### config.mk
export PLATFORM = sky130hd
export DESIGN_NAME = gpu_cmd_queue
export DESIGN_NICKNAME = d
export VERILOG_FILES = /design/src/rtl/gpu_cmd_pkg.sv /design/src/rtl/gpu_cmd_fifo.sv /design/src/rtl/gpu_cmd_queue.sv
export SDC_FILE = /design/constraint.sdc
export NUM_CORES = 1
export LEC_CHECK = 0
export BUFFER_PORTS_ARGS = -buffer_cell sky130_fd_sc_hd__buf_2
export CORE_ASPECT_RATIO = 0.9
export CORE_UTILIZATION = 30
export DETAILED_ROUTE_END_ITERATION = 12
export PLACE_DENSITY = 0.52
export SKIP_CTS_REPAIR_TIMING = 1
export SKIP_LAST_GASP = 1
export SLEW_MARGIN = 5
export SYNTH_ARGS = -nofsm -noshare
export SYNTH_HDL_FRONTEND = slang
export SYNTH_HIERARCHICAL = 1
export SYNTH_SLANG_ARGS = --single-unit
### constraint.sdc
create_clock -name clk -period 6.2 [get_ports clk]
set_input_delay 1.24 -clock clk [delete_from_list [all_inputs] [get_ports clk]]
set_output_delay 1.24 -clock clk [all_outputs]
set_load 0.02 [all_outputs]
### src/rtl/gpu_cmd_pkg.sv
// Shared encodings and record-width helpers for the GPU command queue.
package gpu_cmd_pkg;

    typedef enum logic [1:0] {
        ST_IDLE,
        ST_SETUP,
        ST_STROBE,
        ST_WAIT
    } disp_state_e;

    typedef enum logic {
        CMD_DRAW  = 1'b0,
        CMD_CLEAR = 1'b1
    } cmd_type_e;

    localparam int unsigned FB_WIDTH_DEF  = 400;
    localparam int unsigned FB_HEIGHT_DEF = 240;
    localparam int unsigned ADDR_W        = 32;
    localparam int unsigned FIELD_W       = 16;

    // Geometry fields carry two spare bits over the framebuffer dimension.
    function automatic int unsigned geom_w(input int unsigned dim);
        return $clog2(dim) + 2;
    endfunction

    // Packed record: type, address, 4x16-bit fields, width, height, x, y.
    function automatic int unsigned rec_w(input int unsigned fbw, input int unsigned fbh);
        return 1 + ADDR_W + 4 * FIELD_W + 2 * geom_w(fbw) + 2 * geom_w(fbh);
    endfunction

endpackage

### src/rtl/gpu_cmd_fifo.sv
// Command FIFO: registered storage, wrapping pointers and registered level.
module gpu_cmd_fifo
    import gpu_cmd_pkg::*;
#(
    parameter int unsigned WIDTH = 8,
    parameter int unsigned DEPTH = 4
) (
    input  logic                       clk_i,
    input  logic                       rst_i,
    input  logic                       push_i,
    input  logic [WIDTH-1:0]           wdata_i,
    input  logic                       pop_i,
    output logic [WIDTH-1:0]           rdata_o,
    output logic [$clog2(DEPTH):0]     level_o,
    output logic                       full_o,
    output logic                       empty_o
);

    localparam int unsigned PW = $clog2(DEPTH);
    localparam int unsigned LW = PW + 1;

    logic [WIDTH-1:0] mem_q [DEPTH];
    logic [PW-1:0]    wr_ptr_q, wr_ptr_d;
    logic [PW-1:0]    rd_ptr_q, rd_ptr_d;
    logic [LW-1:0]    level_q, level_d;
    logic             do_push, do_pop;

    assign full_o  = (level_q == LW'(DEPTH));
    assign empty_o = (level_q == '0);
    assign do_push = push_i && !full_o;
    assign do_pop  = pop_i && !empty_o;

    always_comb begin
        wr_ptr_d = wr_ptr_q;
        rd_ptr_d = rd_ptr_q;
        level_d  = level_q;
        if (do_push) wr_ptr_d = wr_ptr_q + 1'b1;
        if (do_pop)  rd_ptr_d = rd_ptr_q + 1'b1;
        unique case ({do_push, do_pop})
            2'b10:   level_d = level_q + 1'b1;
            2'b01:   level_d = level_q - 1'b1;
            default: level_d = level_q;
        endcase
    end

    always_ff @(posedge clk_i or posedge rst_i) begin
        if (rst_i) begin
            wr_ptr_q <= '0;
            rd_ptr_q <= '0;
            level_q  <= '0;
        end else begin
            wr_ptr_q <= wr_ptr_d;
            rd_ptr_q <= rd_ptr_d;
            level_q  <= level_d;
        end
    end

    // Head is read from registered storage, so a push is visible only next cycle.
    always_ff @(posedge clk_i) begin
        if (do_push) mem_q[wr_ptr_q] <= wdata_i;
    end

    assign rdata_o = mem_q[rd_ptr_q];
    assign level_o = level_q;

endmodule

### src/rtl/gpu_cmd_queue.sv
// GPU command queue: host FIFO feeding a SETUP/STROBE/WAIT dispatch FSM.
module gpu_cmd_queue
    import gpu_cmd_pkg::*;
#(
    parameter int unsigned FB_WIDTH  = FB_WIDTH_DEF,
    parameter int unsigned FB_HEIGHT = FB_HEIGHT_DEF,
    parameter int unsigned DEPTH     = 4
) (
    input  logic                          clk,
    input  logic                          reset,
    input  logic                          cmd_valid,
    output logic                          cmd_ready,
    input  logic                          cmd_type,
    input  logic [31:0]                   cmd_address,
    input  logic [15:0]                   cmd_address_x,
    input  logic [15:0]                   cmd_address_y,
    input  logic [15:0]                   cmd_image_width,
    input  logic [15:0]                   cmd_clear_color,
    input  logic [$clog2(FB_WIDTH)+1:0]   cmd_width,
    input  logic [$clog2(FB_HEIGHT)+1:0]  cmd_height,
    input  logic [$clog2(FB_WIDTH)+1:0]   cmd_x,
    input  logic [$clog2(FB_HEIGHT)+1:0]  cmd_y,
    output logic [31:0]                   ctrl_address,
    output logic [15:0]                   ctrl_address_x,
    output logic [15:0]                   ctrl_address_y,
    output logic [15:0]                   ctrl_image_width,
    output logic [$clog2(FB_WIDTH)+1:0]   ctrl_width,
    output logic [$clog2(FB_HEIGHT)+1:0]  ctrl_height,
    output logic [$clog2(FB_WIDTH)+1:0]   ctrl_x,
    output logic [$clog2(FB_HEIGHT)+1:0]  ctrl_y,
    output logic [15:0]                   ctrl_clear_color,
    output logic                          ctrl_draw,
    output logic                          ctrl_clear,
    input  logic                          ctrl_busy,
    output logic [$clog2(DEPTH):0]        level,
    output logic                          idle,
    output logic                          cmd_done
);

    localparam int unsigned RW = rec_w(FB_WIDTH, FB_HEIGHT);

    disp_state_e    state_q, state_d;
    logic [RW-1:0]  push_rec, head_rec;
    logic [RW-1:0]  ctrl_rec_q, ctrl_rec_d;
    logic           cmd_done_q, cmd_done_d;
    logic           pop, fifo_full, fifo_empty;
    logic           ctrl_type;

    assign push_rec = {cmd_type, cmd_address, cmd_address_x, cmd_address_y, cmd_image_width,
                       cmd_clear_color, cmd_width, cmd_height, cmd_x, cmd_y};

    gpu_cmd_fifo #(
        .WIDTH (RW),
        .DEPTH (DEPTH)
    ) u_fifo (
        .clk_i   (clk),
        .rst_i   (reset),
        .push_i  (cmd_valid),
        .wdata_i (push_rec),
        .pop_i   (pop),
        .rdata_o (head_rec),
        .level_o (level),
        .full_o  (fifo_full),
        .empty_o (fifo_empty)
    );

    assign cmd_ready = !fifo_full;

    always_ff @(posedge clk or posedge reset) begin
        if (reset) begin
            state_q    <= ST_IDLE;
            ctrl_rec_q <= '0;
            cmd_done_q <= 1'b0;
        end else begin
            state_q    <= state_d;
            ctrl_rec_q <= ctrl_rec_d;
            cmd_done_q <= cmd_done_d;
        end
    end

    // Control fields are loaded only on the pop edge and held until the next one.
    always_comb begin
        state_d    = state_q;
        ctrl_rec_d = ctrl_rec_q;
        cmd_done_d = 1'b0;
        pop        = 1'b0;
        unique case (state_q)
            ST_IDLE: begin
                if (!fifo_empty && !ctrl_busy) begin
                    pop        = 1'b1;
                    ctrl_rec_d = head_rec;
                    state_d    = ST_SETUP;
                end
            end
            ST_SETUP:  state_d = ST_STROBE;
            ST_STROBE: state_d = ST_WAIT;
            ST_WAIT: begin
                if (!ctrl_busy) begin
                    state_d    = ST_IDLE;
                    cmd_done_d = 1'b1;
                end
            end
            default: state_d = ST_IDLE;
        endcase
    end

    assign {ctrl_type, ctrl_address, ctrl_address_x, ctrl_address_y, ctrl_image_width,
            ctrl_clear_color, ctrl_width, ctrl_height, ctrl_x, ctrl_y} = ctrl_rec_q;

    always_comb begin
        ctrl_draw  = (state_q == ST_STROBE) && (ctrl_type == CMD_DRAW);
        ctrl_clear = (state_q == ST_STROBE) && (ctrl_type == CMD_CLEAR);
        idle       = (state_q == ST_IDLE) && fifo_empty;
        cmd_done   = cmd_done_q;
    end

endmodule

# After elaboration in Yosys (flattened, before gate mapping)
# Memory sizes are Yosys's and may differ from the RTL's. A register that Yosys moved wholly into a read port is not among the register bits.
# Index checks and enable logic that the tools add are counted.
dict set report classes {
  add_sub_neg 4
  eq_ne 8
  n_mux 10
  n_bitwise 1
  reduce_logical 14
}
# cell n
set ops {}
lappend ops {{$pmux 2 s4} 1}
lappend ops {{$eq 2x2->1 const B} 3}
lappend ops {{$logic_and 1x1->1} 6}
lappend ops {{$mux 1} 6}
lappend ops {{$pmux 3 s2} 1}
lappend ops {{$add 2x1->2 const B} 2}
lappend ops {{$eq 2x1->1 const B} 2}
lappend ops {{$mux 2} 2}
lappend ops {{$ne 2x2->1 const B} 2}
lappend ops {{$reduce_and 2->1} 2}
lappend ops {{$add 3x1->3 const B} 1}
lappend ops {{$eq 3x3->1 const B} 1}
lappend ops {{$logic_not 1->1} 3}
lappend ops {{$logic_not 3->1} 1}
lappend ops {{$sub 3x1->3 const B} 1}
lappend ops {{$logic_not 2->1} 1}
lappend ops {{$reduce_bool 2->1} 1}
lappend ops {{$not 1->1} 1}
dict set report word_totals {
  regBits 10
  mem_bits_rw 556
  in_bits 143
  out_inout_bits 146
  word_cells 43
  memories 1
}
# name depth word_bits read_ports rd_ports_with_merged_regs write_ports line
set mem_list {}
lappend mem_list {u_fifo.mem_q 4 139 1 1 1 gpu_cmd_fifo.sv:22} ;# logic [WIDTH-1:0] mem_q [DEPTH];

# Longest topological paths before layout
dict set report logic_depth {
  word_depth 8
  ltp_mapped 12
  mapped_depth_nobuf 10
}

# By module
# Netlist, hierarchy kept.
# module n_inst cells_each area_per_inst_um2
set modules_own_cells {}
lappend modules_own_cells {gpu_cmd_fifo 1 765 20470.9}
lappend modules_own_cells {gpu_cmd_queue 1 453 6434.9}

# Least setup slack after synthesis
# No wires, ideal clock.
dict set report synth_timing {
  kind {input -> register}
  startpoint {input port cmd_valid}
  endpoint {memory u_fifo/mem_q[0][0] (netlist name), enable pin}
  setup_ns 0.515
  arrival_time_ns 4.797
  t_required_ns 5.685
  setup_slack_ns 0.888
  path_stages 2
  cell_sequence {nor2b_1 > and2_1}
}
dict set report synth_via {
  elab_chain_cells 3
}
# item line
set synth_lines {}
lappend synth_lines {{start: declaration} gpu_cmd_queue.sv:11} ;# input logic cmd_valid,
lappend synth_lines {{$logic_and 1x1->1} gpu_cmd_fifo.sv:30} ;# assign do_push = push_i && !full_o;
lappend synth_lines {{$mux 1} gpu_cmd_fifo.sv:60} ;# if (do_push) mem_q[wr_ptr_q] <= wdata_i;
lappend synth_lines {{$mux 1 (implied by the code)} gpu_cmd_fifo.sv:60}
lappend synth_lines {{end: declaration} gpu_cmd_fifo.sv:22}
# No other way between the ends.

# Final worst setup path
dict set report layout_timing {
  startpoint {register u_fifo.level_q[0] (netlist: u_fifo/level_o[0])}
  endpoint {output port idle}
}
dict set report layout_via {
  elab_chain_cells 2
}
# item line
set layout_lines {}
lappend layout_lines {{start: declaration} gpu_cmd_fifo.sv:25} ;# logic [LW-1:0] level_q, level_d;
lappend layout_lines {{start signal: assignment} gpu_cmd_fifo.sv:54} ;# level_q <= level_d;
lappend layout_lines {{$logic_not 3->1} gpu_cmd_fifo.sv:29} ;# assign empty_o = (level_q == '0);
lappend layout_lines {{net fifo_empty} gpu_cmd_queue.sv:46} ;# logic pop, fifo_full, fifo_empty;
lappend layout_lines {{$logic_and 1x1->1} gpu_cmd_queue.sv:113} ;# idle = (state_q == ST_IDLE) && fifo_empty;
lappend layout_lines {{end: declaration} gpu_cmd_queue.sv:36} ;# output logic idle,
# The timed path passes the listed nets, and every way through them passes these cells.

==> key figures <==
Outcome
  – Status: completed

Clock network
  – CTS root buffer: clkbuf_16
  – Total CTS buffers: 76
  – Clock transition at path regs: 0.06 ns
  – Insertion delay to the later sink of the worst-skew pair: 0.61 ns
  – Clock Tree Buf Depth: 3
  – # H-tree levels: 3
  – CTS tree: yes
  – Clock tree sinks: 705

Floorplanning
  – Die area: 0.0909 mm²
  – Die Height: 286 µm
  – Die W: 318 µm
  – Std cell rows: 103
  – I/O pins: 289
  – Core footprint: 0.0883 mm²
  – Starting Density: 30.5%

Worst setup path
  – Worst-path fanout max: 6
  – R2R Setup Slk: 3.28 ns
  – Largest delay contributor family on the critical path: simple AND/OR/NAND/NOR gates
  – CP max-delay cell: dfrtp_1
  – Worst r2r dst: u_fifo/mem_q[1][102]
  – Crit-path cells: nor3_1 > and2_1 > buf_2
  – CP required: 4.96 ns
  – Setup CP Type: register to primary output
  – Worst Setup End Kind: primary output
  – Arrival @ worst endpoint: 1.84 ns
  – Startpoint Class: register
  – CP bufs+invs: 1
  – Critical R2R Launch: u_fifo/level_o[2]
  – Reg2Reg Depth: 4
  – Crit path largest cell delay: 0.45 ns

STA
  – Hold Fails Final Rpt: 0
  – Final Max Tran Viols: 0
  – Period utilization: 49.7%
  – Worst clock skew: 0.0241 ns
  – RSZ-0062 raised after global routing: false
  – PnR worst setup slack: 3.12 ns
  – Hold slack: 0.476 ns
  – Final count of negative-setup-slack endpoints: 0
  – Final Critical Period: 3.08 ns
  – Fmax: 324 MHz
  – Actual slew at the worst max-slew pin: 0.957 ns
  – Slew headroom: 36.2%
  – Post-route setup TNS: 0 ns

Place
  – Pre-CTS WS: 2.47 ns
  – Final GP Congestion: 0.689
  – Final HPWL DP: 31.5 mm
  – Buffers on Ports: 288

Logic synthesis
  – Cells after synthesis: 1218
  – Synth warnings: 6
  – Synth Register Bits: 705
  – Syn_nets: 1371
  – Commonest cells in the netlist: edfxtp_1 (556), dfrtp_1 (149), buf_4 (140)
  – Most used DFF post-synth: edfxtp_1
  – Count of cell types in the netlist: 24
  – Area contributors post-synth: edfxtp_1 (62%), dfrtp_1 (14%), mux4_2 (12%), mux2_1 (4.1%), buf_4 (3.9%)
  – Post-synth EDFFs: 556
  – Cell taking the most area after synthesis: edfxtp_1
  – Avg Inst Size Synth: 22.1 µm²
  – Most frequent cell after synthesis: edfxtp_1
  – Post-Syn Area: 0.0269 mm²
  – Ys async rst share: 21.1%
  – Area share of the largest cell type after synthesis: 62.1%
  – Post-synthesis sequential area ratio: 75.9%

Drt
  – Residual DRC: 0
  – DRT Pass-1 Iters: 4
  – Via Count: 11713
  – Drt via density: 4.44
  – Post-route ant nets: 0
  – Routed WL per cell: 20.8 µm
  – Detailed Route Iter0 Violations: 570
  – Routed Wire Length: 54.9 mm

Global routing
  – Number of global-route vias before repair: 13008
  – GRT Util Overall: 12.3%
  – Initial antenna violation count: 6
  – Pin count of the biggest net entering global routing: 107
  – GRT overflow: 0
  – First-pass GRT wire length: 83.0 mm

Final layout
  – Fillers: 8163
  – Post-layout nets: 1569
  – Area Growth Syn to Fin: 15.7%
  – Fraction of layout cells with a size suffix above 1: 41.0%

Power
  – Comb pwr share: 27.1%
  – Sequential share of power: 44.5%
  – Psw: 4.76 mW
  – Clk pwr share: 28.4%
  – Switch share: 30.3%
  – VDD IR-drop max: 0.000353 V
  – Leakage: 11.0 nW
  – Power per cell area: 505 mW/mm²
  – P_int: 10.9 mW

Min path
  – WHS Endpoint: ctrl_rec_q[106]
  – Hold Path Class: register to register
  – Hold path start: ctrl_rec_q[106]
  – WHS Path Cells: 1

Run
  – Max-cap violations: 0
[metal layers]
| layer | part of all wire (%) | GRT usage (%) | vias up |
|---|---|---|---|
| met3 | 5.4 | 3.19 | 106 |
| met2 | 48 | 19.9 | 260 |
| li1 | - | - | 5106 |
| met4 | 2.7 | 4.07 | 10 |
| met1 | 44 | 16.1 | 6231 |
| met5 | 0.10 | 0 | - |
[cells by family after synthesis]
| kind of cell | synth area share, % |
|---|---|
| AOI/OAI and AO/OA | 0.0511 |
| xor gates and xnor gates | 0.195 |
| adders and majority gates | 0.493 |
| buffers and inverters | 5.37 |
| DFF | 75.9 |
| muxes | 17.6 |
| and+or+nand+nor | 0.372 |
[stage by stage]
stage / instances / util [%] / cell area [µm²] / total power, mW
after CTS: 2634 / 35.2 / 31100 / 16.1
after detailed placement: 2493 / 32.4 / 28600 / 11.5
final: 2637 / 35.3 / 31100 / 15.7
after floorplan: 1218 / - / 26900 / 10.7
after global routing: 2634 / 35.2 / 31100 / 16.6
after global placement: 2493 / 32.4 / 28600 / 11.4
[power groups by stage]
stage | sequential [mW] | combinational, mW | clock (mW)
after floorplan | 6.92 | 3.81 | 0
after global placement | 7.07 | 4.35 | 0
after detailed placement | 7.12 | 4.40 | 0
after CTS | 7.03 | 4.41 | 4.63
after global routing | 7.15 | 4.63 | 4.79
final | 6.99 | 4.26 | 4.46
[how the worst max path moves through the flow]
stage	start	end	slack, ns	cells past startpoint
floorplan	cmd_valid	u_fifo/mem_q[0][0]	0.89	2
global placement	cmd_valid	u_fifo/mem_q[1][102]	2.52	4
detailed placement	cmd_valid	u_fifo/mem_q[1][102]	2.47	4
global route	u_fifo/level_o[0]	idle	2.95	3
CTS	u_fifo/level_o[0]	idle	3.04	3
finish	u_fifo/level_o[0]	idle	3.12	3
[layout make-up]
cell class / count / area, µm² / area share (%)
well taps: 1155 / 1450 / 4.64
inverters: 11 / 46.3 / 0.149
diodes: 3 / 7.51 / 0.0241
clock inverters: 31 / 340 / 1.09
multi-input cells: 317 / 5050 / 16.2
clock buffers: 110 / 2150 / 6.92
repair buffers: 305 / 1640 / 5.28
flip-flops and latches: 705 / 20400 / 65.7
[flip-flops by register name, indices dropped and copies added, names as in the netlist]
register	cells
state_q	2
u_fifo/wr_ptr_q	2
ctrl_rec_q	139
cmd_done	1
u_fifo/rd_ptr_q	2
u_fifo/level_o	3
u_fifo/mem_q	556
[placed cells by master (no fill, tap or decap), types with 2 or more instances in the layout]
master      instances
dfrtp_1           147
nand2_1             3
clkinv_8            3
diode_2             3
clkinv_4            2
clkbuf_1           25
ha_1                9
and2_4              4
buf_2             288
bufinv_16           5
clkinv_2           11
clkbuf_16          79
clkbuf_8            6
dfrtp_4             2
mux2_2             42
buf_4              11
nor2b_1             3
inv_1              10
mux2i_1             2
mux2_1             99
buf_12              6
nor2_1              2
and2_1              2
clkinvlp_4          5
clkinv_1            3
xor2_1              3
inv_6               2
mux4_2            139
xnor2_1             3
edfxtp_1          556
Power figures use the tool's default switching activity.
